## src/rtl/pipe_adder.sv

```systemverilog
// Pipelined WIDTH-bit add/subtract unit: one CHUNK-bit slice per stage, the carry
// registered between stages, valid/ready handshake with a whole-pipeline stall.
module pipe_adder #(
    parameter int unsigned WIDTH  = 32,
    parameter int unsigned STAGES = 4
) (
    input  logic             clk,
    input  logic             rst_n,
    input  logic             in_valid,
    output logic             in_ready,
    input  logic [WIDTH-1:0] x,
    input  logic [WIDTH-1:0] y,
    input  logic             sub,
    output logic             out_valid,
    input  logic             out_ready,
    output logic [WIDTH-1:0] sum,
    output logic             cout,
    output logic             ovf,
    output logic             zero
);
    localparam int unsigned CHUNK = WIDTH / STAGES;

    logic [WIDTH-1:0] yy;
    logic             adv;

    assign yy       = sub ? ~y : y;
    assign adv      = !out_valid || out_ready;
    assign in_ready = adv;

    for (genvar k = 0; k < STAGES; k++) begin : g_stage
        localparam int unsigned LO = k * CHUNK;

        logic [CHUNK-1:0]    cur_x;
        logic [CHUNK-1:0]    cur_y;
        logic                cur_c;
        logic                cur_v;
        logic [CHUNK:0]      add;
        logic [LO+CHUNK-1:0] s_new;
        logic [LO+CHUNK-1:0] s_q;
        logic                v_q;

        if (k == 0) begin : g_src
            assign cur_x = x[CHUNK-1:0];
            assign cur_y = yy[CHUNK-1:0];
            assign cur_c = sub;
            assign cur_v = in_valid;
            assign s_new = add[CHUNK-1:0];
        end else begin : g_src
            // The previous stage's remainder starts with this stage's chunk.
            assign cur_x = g_stage[k-1].g_rem.x_q[CHUNK-1:0];
            assign cur_y = g_stage[k-1].g_rem.y_q[CHUNK-1:0];
            assign cur_c = g_stage[k-1].g_rem.c_q;
            assign cur_v = g_stage[k-1].v_q;
            assign s_new = {add[CHUNK-1:0], g_stage[k-1].s_q};
        end

        assign add = {1'b0, cur_x} + {1'b0, cur_y} + {{CHUNK{1'b0}}, cur_c};

        always_ff @(posedge clk or negedge rst_n) begin
            if (!rst_n) begin
                s_q <= '0;
                v_q <= 1'b0;
            end else if (adv) begin
                s_q <= s_new;
                v_q <= cur_v;
            end
        end

        if (k < STAGES - 1) begin : g_rem
            localparam int unsigned REM = WIDTH - LO - CHUNK;

            logic [REM-1:0] x_d;
            logic [REM-1:0] y_d;
            logic [REM-1:0] x_q;
            logic [REM-1:0] y_q;
            logic           c_q;

            if (k == 0) begin : g_rsrc
                assign x_d = x[WIDTH-1:CHUNK];
                assign y_d = yy[WIDTH-1:CHUNK];
            end else begin : g_rsrc
                assign x_d = g_stage[k-1].g_rem.x_q[REM+CHUNK-1:CHUNK];
                assign y_d = g_stage[k-1].g_rem.y_q[REM+CHUNK-1:CHUNK];
            end

            always_ff @(posedge clk or negedge rst_n) begin
                if (!rst_n) begin
                    x_q <= '0;
                    y_q <= '0;
                    c_q <= 1'b0;
                end else if (adv) begin
                    x_q <= x_d;
                    y_q <= y_d;
                    c_q <= add[CHUNK];
                end
            end
        end else begin : g_flags
            logic cout_q;
            logic ovf_q;
            logic zero_q;

            // The top chunk's MSBs are the operand sign bits.
            always_ff @(posedge clk or negedge rst_n) begin
                if (!rst_n) begin
                    cout_q <= 1'b0;
                    ovf_q  <= 1'b0;
                    zero_q <= 1'b0;
                end else if (adv) begin
                    cout_q <= add[CHUNK];
                    ovf_q  <= (cur_x[CHUNK-1] == cur_y[CHUNK-1]) &&
                              (s_new[WIDTH-1] != cur_x[CHUNK-1]);
                    zero_q <= ~|s_new;
                end
            end
        end
    end

    assign sum       = g_stage[STAGES-1].s_q;
    assign out_valid = g_stage[STAGES-1].v_q;
    assign cout      = g_stage[STAGES-1].g_flags.cout_q;
    assign ovf       = g_stage[STAGES-1].g_flags.ovf_q;
    assign zero      = g_stage[STAGES-1].g_flags.zero_q;

endmodule

```

## config.mk

```make
export PLATFORM = sky130hd
export DESIGN_NAME = pipe_adder
export DESIGN_NICKNAME = d
export VERILOG_FILES = /design/src/rtl/pipe_adder.sv
export SDC_FILE = /design/constraint.sdc
export NUM_CORES = 1
export LEC_CHECK = 0
export BUFFER_PORTS_ARGS = -buffer_cell sky130_fd_sc_hd__buf_2
export CORE_ASPECT_RATIO = 2
export CORE_MARGIN = 8
export CORE_UTILIZATION = 62
export CTS_BUF_LIST = sky130_fd_sc_hd__clkbuf_16
export DETAILED_ROUTE_END_ITERATION = 6
export PLACE_DENSITY = 0.95
export SLEW_MARGIN = 20
export SYNTH_ARGS = -nofsm -noshare
export SYNTH_HDL_FRONTEND = slang
export SYNTH_SLANG_ARGS = --single-unit
export TNS_END_PERCENT = 1
```

## constraint.sdc

```tcl
create_clock -name clk -period 6.23 [get_ports clk]
set_clock_uncertainty 0.05 [all_clocks]
set_input_delay 1.246 -clock clk [delete_from_list [all_inputs] [get_ports clk]]
set_output_delay 1.246 -clock clk [all_outputs]
set_load 0.02 [all_outputs]
```

==> key figures, run 1 <==
STA
  • Final-report max-slew violation count: 0
  • RSZ-0062 raised after global routing: false
  • Crit path time final: 4.01 ns
  • Total of endpoints with negative setup slack in the final report: 0
  • Post-route worst hold slack: 0.410 ns
  • Final worst-path setup slack: 2.22 ns
  • Slew at the pin closest to its max-slew limit: 0.955 ns
  • Headroom to the max-slew limit: 36.3%
  • Fmax achieved: 0.249 GHz
  • Total count of hold-check failures in the final report: 0
  • Final Cycle Share: 64.4%
  • Total negative slack for setup checks: 0 ns

Route
  • DRC violation count after routing: 0
  • Via density per instance: 5.50
  • Detail-routed net length per standard cell: 15.5 µm
  • Detail Route Antenna Nets: 0
  • Drt total wl: 18200 µm
  • Iteration-0 DRC Markers: 434
  • Total via count in the routed design: 6485
  • Detailed-routing iteration count for the pre-antenna-repair pass: 6

Clock network
  • CTS-repair resized insts: 0
  • CTS tree: built
  • Hold buffer count at cts: 0
  • Setup Fix Bufs, Post-CTS: 0
  • Maximum clock insertion buffer count: 2
  • Number of CTS-inserted buffers: 17
  • Clock latency reported for the late side of the worst-skew pair: 0.43 ns
  • Total number of clock tree sinks: 186
  • Clock root cell: sky130_fd_sc_hd__clkbuf_16
  • CTS HTree Levels: 4
  • Clock transition at the register clock pins on the worst setup and hold paths after CTS: 0.07 ns

Setup path
  • Worst-case reg-to-reg path depth: 8
  • Cell with the largest stage delay on the worst path: sky130_fd_sc_hd__nor2b_4
  • Critical path fanouts, max: 93
  • Crit-path leading delay family: buffers and inverters
  • Origin of the critical flop-to-flop path: g_stage[2].g_rem.x_q[0]$_DFFE_PN0P_
  • Critical Path Sink Type: output port
  • Worst path most repeated cell: sky130_fd_sc_hd__buf_2
  • Capture instance of the worst register-to-register path: zero$_DFFE_PN0P_
  • Cell-by-cell listing of the critical path: buf_2, nor2b_4, inv_4, buf_2
  • Minimum setup slack among reg-to-reg paths: 3.33 ns
  • WS Path Type: in2out
  • Data arrival time of the worst path: 2.72 ns
  • Critical Path RT: 4.93 ns
  • Crit path buffers/inverters: 3
  • Stage delay of the slowest cell on the critical path: 0.54 ns
  • Worst setup SP type: primary input

Synthesis
  • Number of synthesized flops with an enable pin: 0
  • Synthesized net count: 1031
  • Fraction of post-synthesis cell area in the top cell type by area: 55.5%
  • Post-synthesis cell area: 8390 µm²
  • Unique cell type count in the Yosys netlist: 37
  • Most frequently used flop master after synthesis: sky130_fd_sc_hd__dfrtp_1
  • Top area cells in the synthesized netlist: sky130_fd_sc_hd__dfrtp_1, sky130_fd_sc_hd__nand2_1, sky130_fd_sc_hd__ha_1
  • Synth Area per Inst: 9.05 µm²
  • Gate Count Post-Synth: 927
  • Syn. warnings: 0
  • Sequential area share after synthesis: 55.5%
  • Share of flip-flops with an asynchronous set or reset: 100%
  • #FFs+latches synth: 186
  • Synth area leader: sky130_fd_sc_hd__dfrtp_1

Placed design
  • Total half-perimeter wirelength after legalization and detailed placement: 12200 µm
  • Port-buffer cells: 105
  • Place WS: 2.23 ns
  • Placer's final routability congestion estimate: 0.895

Die
  • Initial Utilization: 62.8%
  • Core area: 13400 µm²
  • Die Footprint: 17700 µm²
  • Number of core rows: 60
  • Height of the chip: 180 µm
  • Die X-Extent: 98.2 µm
  • Num ports: 106

Final layout
  • Commonest cells after routing, fill and taps aside: sky130_fd_sc_hd__nand2_1, sky130_fd_sc_hd__dfrtp_1, sky130_fd_sc_hd__buf_2
  • Nets: 1115
  • Fraction of layout cells with a size suffix above 1: 14.7%
  • Commonest non-fill, non-tap cell in the layout: sky130_fd_sc_hd__nand2_1
  • Synth-to-layout area growth: 14.1%
  • Ant diodes: 0
  • Number of filler instances in the final layout: 949

Power and ir drop
  • Areal power density over the cells: 535 nW/µm²
  • Worst supply voltage drop on vdd: 0.000299 V
  • Leakage power: 4.96 nW

Global routing
  • Vias in the first global route: 6472
  • Total track usage: 21.3%
  • Global-route wire length before repair: 30300 µm
  • Pin count of the biggest net entering global routing: 103
  • Total global routing overflow: 0
  • Initial antenna violation count: 0

Min path
  • Hold worst-path end: g_stage[2].v_q$_DFFE_PN0P_
  • Start point of the worst min-delay path: g_stage[2].v_q$_DFFE_PN0P_
  • Number of stages on the worst hold path: 2
  • HP Class: reg2reg

Run
  • Reported max-cap violation count: 0

Run status
  • Result of the run: complete, no violations
==> routing by layer <==
metal  GRT usage, %  share of wire [%]  up-vias
li1               -                  -     3121
met1           23.2                 38     3112
met2           37.5                 54      206
met3           4.45                4.8       46
met4           11.5                3.5        0
met5              0                  0        -
==> registers in the layout (all words and copies together), names as in the netlist <==
register,cells
g_stage.g_rem.c_q,3
zero,1
g_stage.g_rem.y_q,48
cout,1
g_stage.v_q,3
g_stage.s_q,48
ovf,1
sum,32
out_valid,1
g_stage.g_rem.x_q,48
==> power by group <==
group / total [mW] / internal, mW / switching (mW)
Combinational: 1.98 / 0.751 / 1.23
Sequential: 2.08 / 1.74 / 0.337
Clock: 1.06 / 0.566 / 0.493
Total: 5.12 / 3.06 / 2.06
==> worst reg2reg max path: cells and delay by family, from the launching register on <==
kind / cells / cell delay [ns]
AO/OA/AOI/OAI: 4 / 0.99
XOR/XNOR: 1 / 0.27
adder cells (fa/ha/maj): 2 / 0.94
flip-flops: 1 / 0.41
AND/OR/NAND/NOR: 1 / 0.12
==> through the flow <==
step	power [mW]	cells	util, %	area, µm²
detailed placement	4.02	1147	67.3	8990
finish	5.12	1179	71.6	9570
CTS	5.13	1179	71.6	9570
floorplan	3.46	927	-	8390
global route	5.48	1179	71.6	9570
global placement	3.90	1147	67.3	8990
==> synthesized netlist by cell type (2+ instances only) <==
cell type and count:
sky130_fd_sc_hd__nand2_1 430, sky130_fd_sc_hd__dfrtp_1 186, sky130_fd_sc_hd__o21ai_0 48, sky130_fd_sc_hd__clkbuf_1 37, sky130_fd_sc_hd__xnor2_1 35, sky130_fd_sc_hd__nor2_1 29, sky130_fd_sc_hd__ha_1 28, sky130_fd_sc_hd__inv_1 16
sky130_fd_sc_hd__a21oi_1 14, sky130_fd_sc_hd__nor3_1 11, sky130_fd_sc_hd__xor2_1 11, sky130_fd_sc_hd__o31ai_1 10, sky130_fd_sc_hd__fa_1 7, sky130_fd_sc_hd__buf_1 6, sky130_fd_sc_hd__nor4_1 6, sky130_fd_sc_hd__o21a_1 6
sky130_fd_sc_hd__a211oi_1 5, sky130_fd_sc_hd__o21bai_1 5, sky130_fd_sc_hd__a21o_1 4, sky130_fd_sc_hd__a31oi_1 4, sky130_fd_sc_hd__nor2b_1 4, sky130_fd_sc_hd__and3b_1 3, sky130_fd_sc_hd__a211oi_2 2, sky130_fd_sc_hd__a21boi_0 2
sky130_fd_sc_hd__buf_2 2, sky130_fd_sc_hd__nand4_1 2, sky130_fd_sc_hd__o211a_1 2, sky130_fd_sc_hd__o21ai_1 2, sky130_fd_sc_hd__or3_1 2
==> final cells by class <==
type | instances | area [µm²] | share of cell area [%]
Clock inverter | 15 | 156 | 1.63
Inverter | 17 | 66.3 | 0.693
Clock buffer | 17 | 425 | 4.45
Sequential cell | 186 | 4650 | 48.6
Multi-Input combinational cell | 679 | 3500 | 36.6
Tap cell | 155 | 194 | 2.03
Timing Repair Buffer | 110 | 569 | 5.95
==> worst max-delay path by stage <==
| stage | start | endpoint | slack [ns] | cells after the start |
|---|---|---|---|---|
| floorplan | out_ready | in_ready | 2.81 | 5 |
| global placement | out_ready | in_ready | 2.23 | 4 |
| detailed placement | out_ready | in_ready | 2.23 | 4 |
| CTS | out_ready | in_ready | 2.23 | 4 |
| global route | out_ready | in_ready | 2.05 | 4 |
| finish | out_ready | in_ready | 2.22 | 4 |
==> cell families after synthesis <==
kind of cell,after synthesis,share of synthesized area (%)
AND/OR/NAND/NOR,489,22.8
flip-flops,186,55.5
AO/OA/AOI/OAI,107,7.95
buffers and inverters,62,2.80
XOR/XNOR,47,5.00
adder cells (fa/ha/maj),35,5.85
multiplexers,1,0.134
Note: power is estimated with default switching activity, not from simulation.
==> inputs of run 2 (changes only) <==
--- a/config.mk
+++ b/config.mk
@@ -8,10 +8,10 @@
 export BUFFER_PORTS_ARGS = -buffer_cell sky130_fd_sc_hd__buf_2
 export CORE_ASPECT_RATIO = 2
 export CORE_MARGIN = 8
-export CORE_UTILIZATION = 62
+export CORE_UTILIZATION = 52
 export CTS_BUF_LIST = sky130_fd_sc_hd__clkbuf_16
 export DETAILED_ROUTE_END_ITERATION = 6
-export PLACE_DENSITY = 0.95
+export PLACE_DENSITY = 0.87
 export SLEW_MARGIN = 20
 export SYNTH_ARGS = -nofsm -noshare
 export SYNTH_HDL_FRONTEND = slang
==> constraint.sdc (replaced) <==
create_clock -name clk -period 3.4 [get_ports clk]
set_clock_uncertainty 0.05 [all_clocks]
set_input_delay 0.68 -clock clk [delete_from_list [all_inputs] [get_ports clk]]
set_output_delay 0.68 -clock clk [all_outputs]
set_load 0.02 [all_outputs]
==> run 2 against run 1 <==
Total power is 81% higher. Largest cell class unchanged. Clock power is 77% higher. Sequential share of layout area is 0.43 points lower. Clock-buffer cell count stayed put. Worst hold slack worse by 0.24 ns. Critical endpoint is now zero$_DFFE_PN0P_.
==> key figures, run 2 (synthesized netlist as in run 1, its figures left out) <==
Run status
  • Result of the run: complete, no violations

STA
  • Slew at the pin closest to its max-slew limit: 0.736 ns (-0.219 ns)
  • Final-report max-slew violation count: 0 (unchanged)
  • Total count of hold-check failures in the final report: 0 (unchanged)
  • RSZ-0062 raised after global routing: false
  • Total negative slack for setup checks: 0 ns (unchanged)
  • Total of endpoints with negative setup slack in the final report: 0 (unchanged)
  • Crit path time final: 2.63 ns
  • Final Cycle Share: 77.4%
  • Headroom to the max-slew limit: 51.0% (+15 points)
  • Fmax achieved: 0.380 GHz

Die
  • Num ports: 106 (unchanged)
  • Number of core rows: 65 (+8.3%)
  • Initial Utilization: 53.2% (-9.6 points)
  • Die Footprint: 20700 µm² (+17%)
  • Height of the chip: 196 µm (+8.4%)
  • Core area: 15800 µm² (+18%)
  • Die X-Extent: 106 µm (+7.7%)

Placed design
  • Total half-perimeter wirelength after legalization and detailed placement: 12800 µm (+5.4%)
  • Port-buffer cells: 105 (unchanged)
  • Placer's final routability congestion estimate: 0.885 (-1.2%)
  • Placed cell count: 1196 (+4.3%)

Global routing
  • Vias in the first global route: 6378 (-1.5%)
  • Global-route wire length before repair: 30400 µm (+0.39%)
  • Pin count of the biggest net entering global routing: 162 (+57%)
  • Initial antenna violation count: 1 (+1)
  • Total global routing overflow: 0 (unchanged)
  • Total track usage: 18.1% (-3.2 points)

Setup path
  • Critical Path RT: 3.67 ns (-1.26 ns)
  • Critical Path Sink Type: flop
  • Critical path fanouts, max: 2 (-98%)
  • Data arrival time of the worst path: 2.90 ns (+0.18 ns)
  • WS Path Type: reg2reg
  • Worst setup SP type: flop
  • Worst-case reg-to-reg path depth: 8 (unchanged)
  • Origin of the critical flop-to-flop path: g_stage[2].g_rem.x_q[0]$_DFFE_PN0P_
  • Critical path origin: g_stage[2].g_rem.x_q[0]$_DFFE_PN0P_
  • Minimum setup slack among reg-to-reg paths: 0.77 ns (-2.56 ns)
  • Capture instance of the worst register-to-register path: zero$_DFFE_PN0P_

Power and ir drop
  • Leakage power: 4.98 nW (+0.29%)
  • Worst supply voltage drop on vdd: 0.000571 V (+91%)
  • Areal power density over the cells: 960 nW/µm² (+79%)
  • Final Total Pwr: 9.27 mW (+81%)

Route
  • DRC violation count after routing: 0 (unchanged)
  • Detail Route Antenna Nets: 0 (unchanged)
  • Via density per instance: 5.17 (-6.0%)
  • Routed length on met2: 9690 µm (-1.3%)
  • Met3 wire len: 703 µm (-19%)
  • Drt total wl: 18200 µm (-0.29%)
  • Detailed-routing iteration count for the pre-antenna-repair pass: 5 (-1)
  • Total via count in the routed design: 6357 (-2.0%)
  • Iteration-0 DRC Markers: 274 (-37%)
  • Detail-routed net length per standard cell: 14.8 µm (-4.3%)
  • Uppermost routed layer: met4
  • Met1 layer wirelength in the final routing: 7100 µm (+2.6%)

Final layout
  • Commonest non-fill, non-tap cell in the layout: sky130_fd_sc_hd__nand2_1
  • Largest registers: g_stage.g_rem.x_q: 48 flops, g_stage.g_rem.y_q: 48 flops, g_stage.s_q: 48 flops
  • Synth-to-layout area growth: 15.1%
  • Nets: 1118 (+0.27%)
  • Fraction of layout cells with a size suffix above 1: 14.8% (+0.054 points)
  • Commonest cells after routing, fill and taps aside: sky130_fd_sc_hd__nand2_1, sky130_fd_sc_hd__dfrtp_1, sky130_fd_sc_hd__buf_2
  • Post-route insts no fill: 1229 (+4.2%)

Clock network
  • Total number of clock tree sinks: 186 (unchanged)
  • CTS tree: built
  • Clock latency reported for the late side of the worst-skew pair: 0.43 ns (about the same)
  • Setup Fix Bufs, Post-CTS: 0 (unchanged)
  • CTS-repair resized insts: 0 (unchanged)
  • Maximum clock insertion buffer count: 2 (unchanged)
  • CTS HTree Levels: 4 (unchanged)
  • Hold buffer count at cts: 0 (unchanged)
  • Clock root cell: sky130_fd_sc_hd__clkbuf_16
  • Clock transition at the register clock pins on the worst setup and hold paths after CTS: 0.07 ns (about the same)
  • Number of CTS-inserted buffers: 17 (unchanged)

Min path
  • HP Class: in2async

Run
  • Reported max-cap violation count: 0 (unchanged)
-- run 2: cell count changes in the layout (fill, tap and decap cells not counted), sizes merged --
cell	delta
buf	+2
clkinvlp	-1
clkbuf	+1
clkinv	+1
inv	+1
bufinv	-1
diode	+1
-- run 2: area by class of cell --
type | count | area (µm²)
Sequential cell | 186 | 4650
Tap cell | 201 | 251
Timing Repair Buffer | 113 | 619
Clock inverter | 15 | 133
Inverter | 17 | 66.3
Antenna cell | 1 | 2.50
Multi-Input combinational cell | 679 | 3500
Clock buffer | 17 | 425
Fill cell | 1366 | 6120
-- run 2: critical path, stage by stage (launching register included) --
cell and delay, ns:
sky130_fd_sc_hd__dfrtp_1 0.40, sky130_fd_sc_hd__fa_1 0.49, sky130_fd_sc_hd__fa_1 0.43, sky130_fd_sc_hd__a211oi_1 0.31, sky130_fd_sc_hd__o21bai_1 0.11, sky130_fd_sc_hd__a21oi_1 0.23, sky130_fd_sc_hd__xnor2_1 0.17, sky130_fd_sc_hd__nor2_1 0.07
sky130_fd_sc_hd__a32o_1 0.26
-- run 2: how the worst max path moves through the flow --
stage                                  endpoint  depth (start not counted)
4_1_cts                        zero$_DFFE_PN0P_                          8
6_report                       zero$_DFFE_PN0P_                          8
2_1_floorplan  g_stage[0].g_rem.c_q$_DFFE_PN0P_                         10
3_3_place_gp   g_stage[0].g_rem.c_q$_DFFE_PN0P_                          9
5_1_grt                        zero$_DFFE_PN0P_                          8
3_5_place_dp   g_stage[0].g_rem.c_q$_DFFE_PN0P_                          9
-- run 2: per-stage QoR --
stage | area [µm²] | hold slack, ns | util, % | worst slack [ns]
global placement | 9100 | 0.390 | 57.7 | 0.623
finish | 9660 | 0.167 | 61.2 | 0.768
CTS | 9650 | 0.178 | 61.2 | 0.763
detailed placement | 9100 | 0.399 | 57.7 | 0.556
global route | 9660 | 0.196 | 61.2 | 0.616
floorplan | 8390 | 0.334 | - | 0.673
-- run 2: power by group --
group	leakage [nW]	switching, mW	internal [mW]	total, mW
sequential	2.25	0.616	3.19	3.81
combinational	2.46	2.19	1.39	3.58
clock	0.277	0.915	0.966	1.88
-- run 2: metal layers --
metal	up-vias	GRT usage, %
li1	3135	-
met2	139	32.5
met3	35	3.59
met4	0	8.92
met5	-	0
met1	3048	19.5
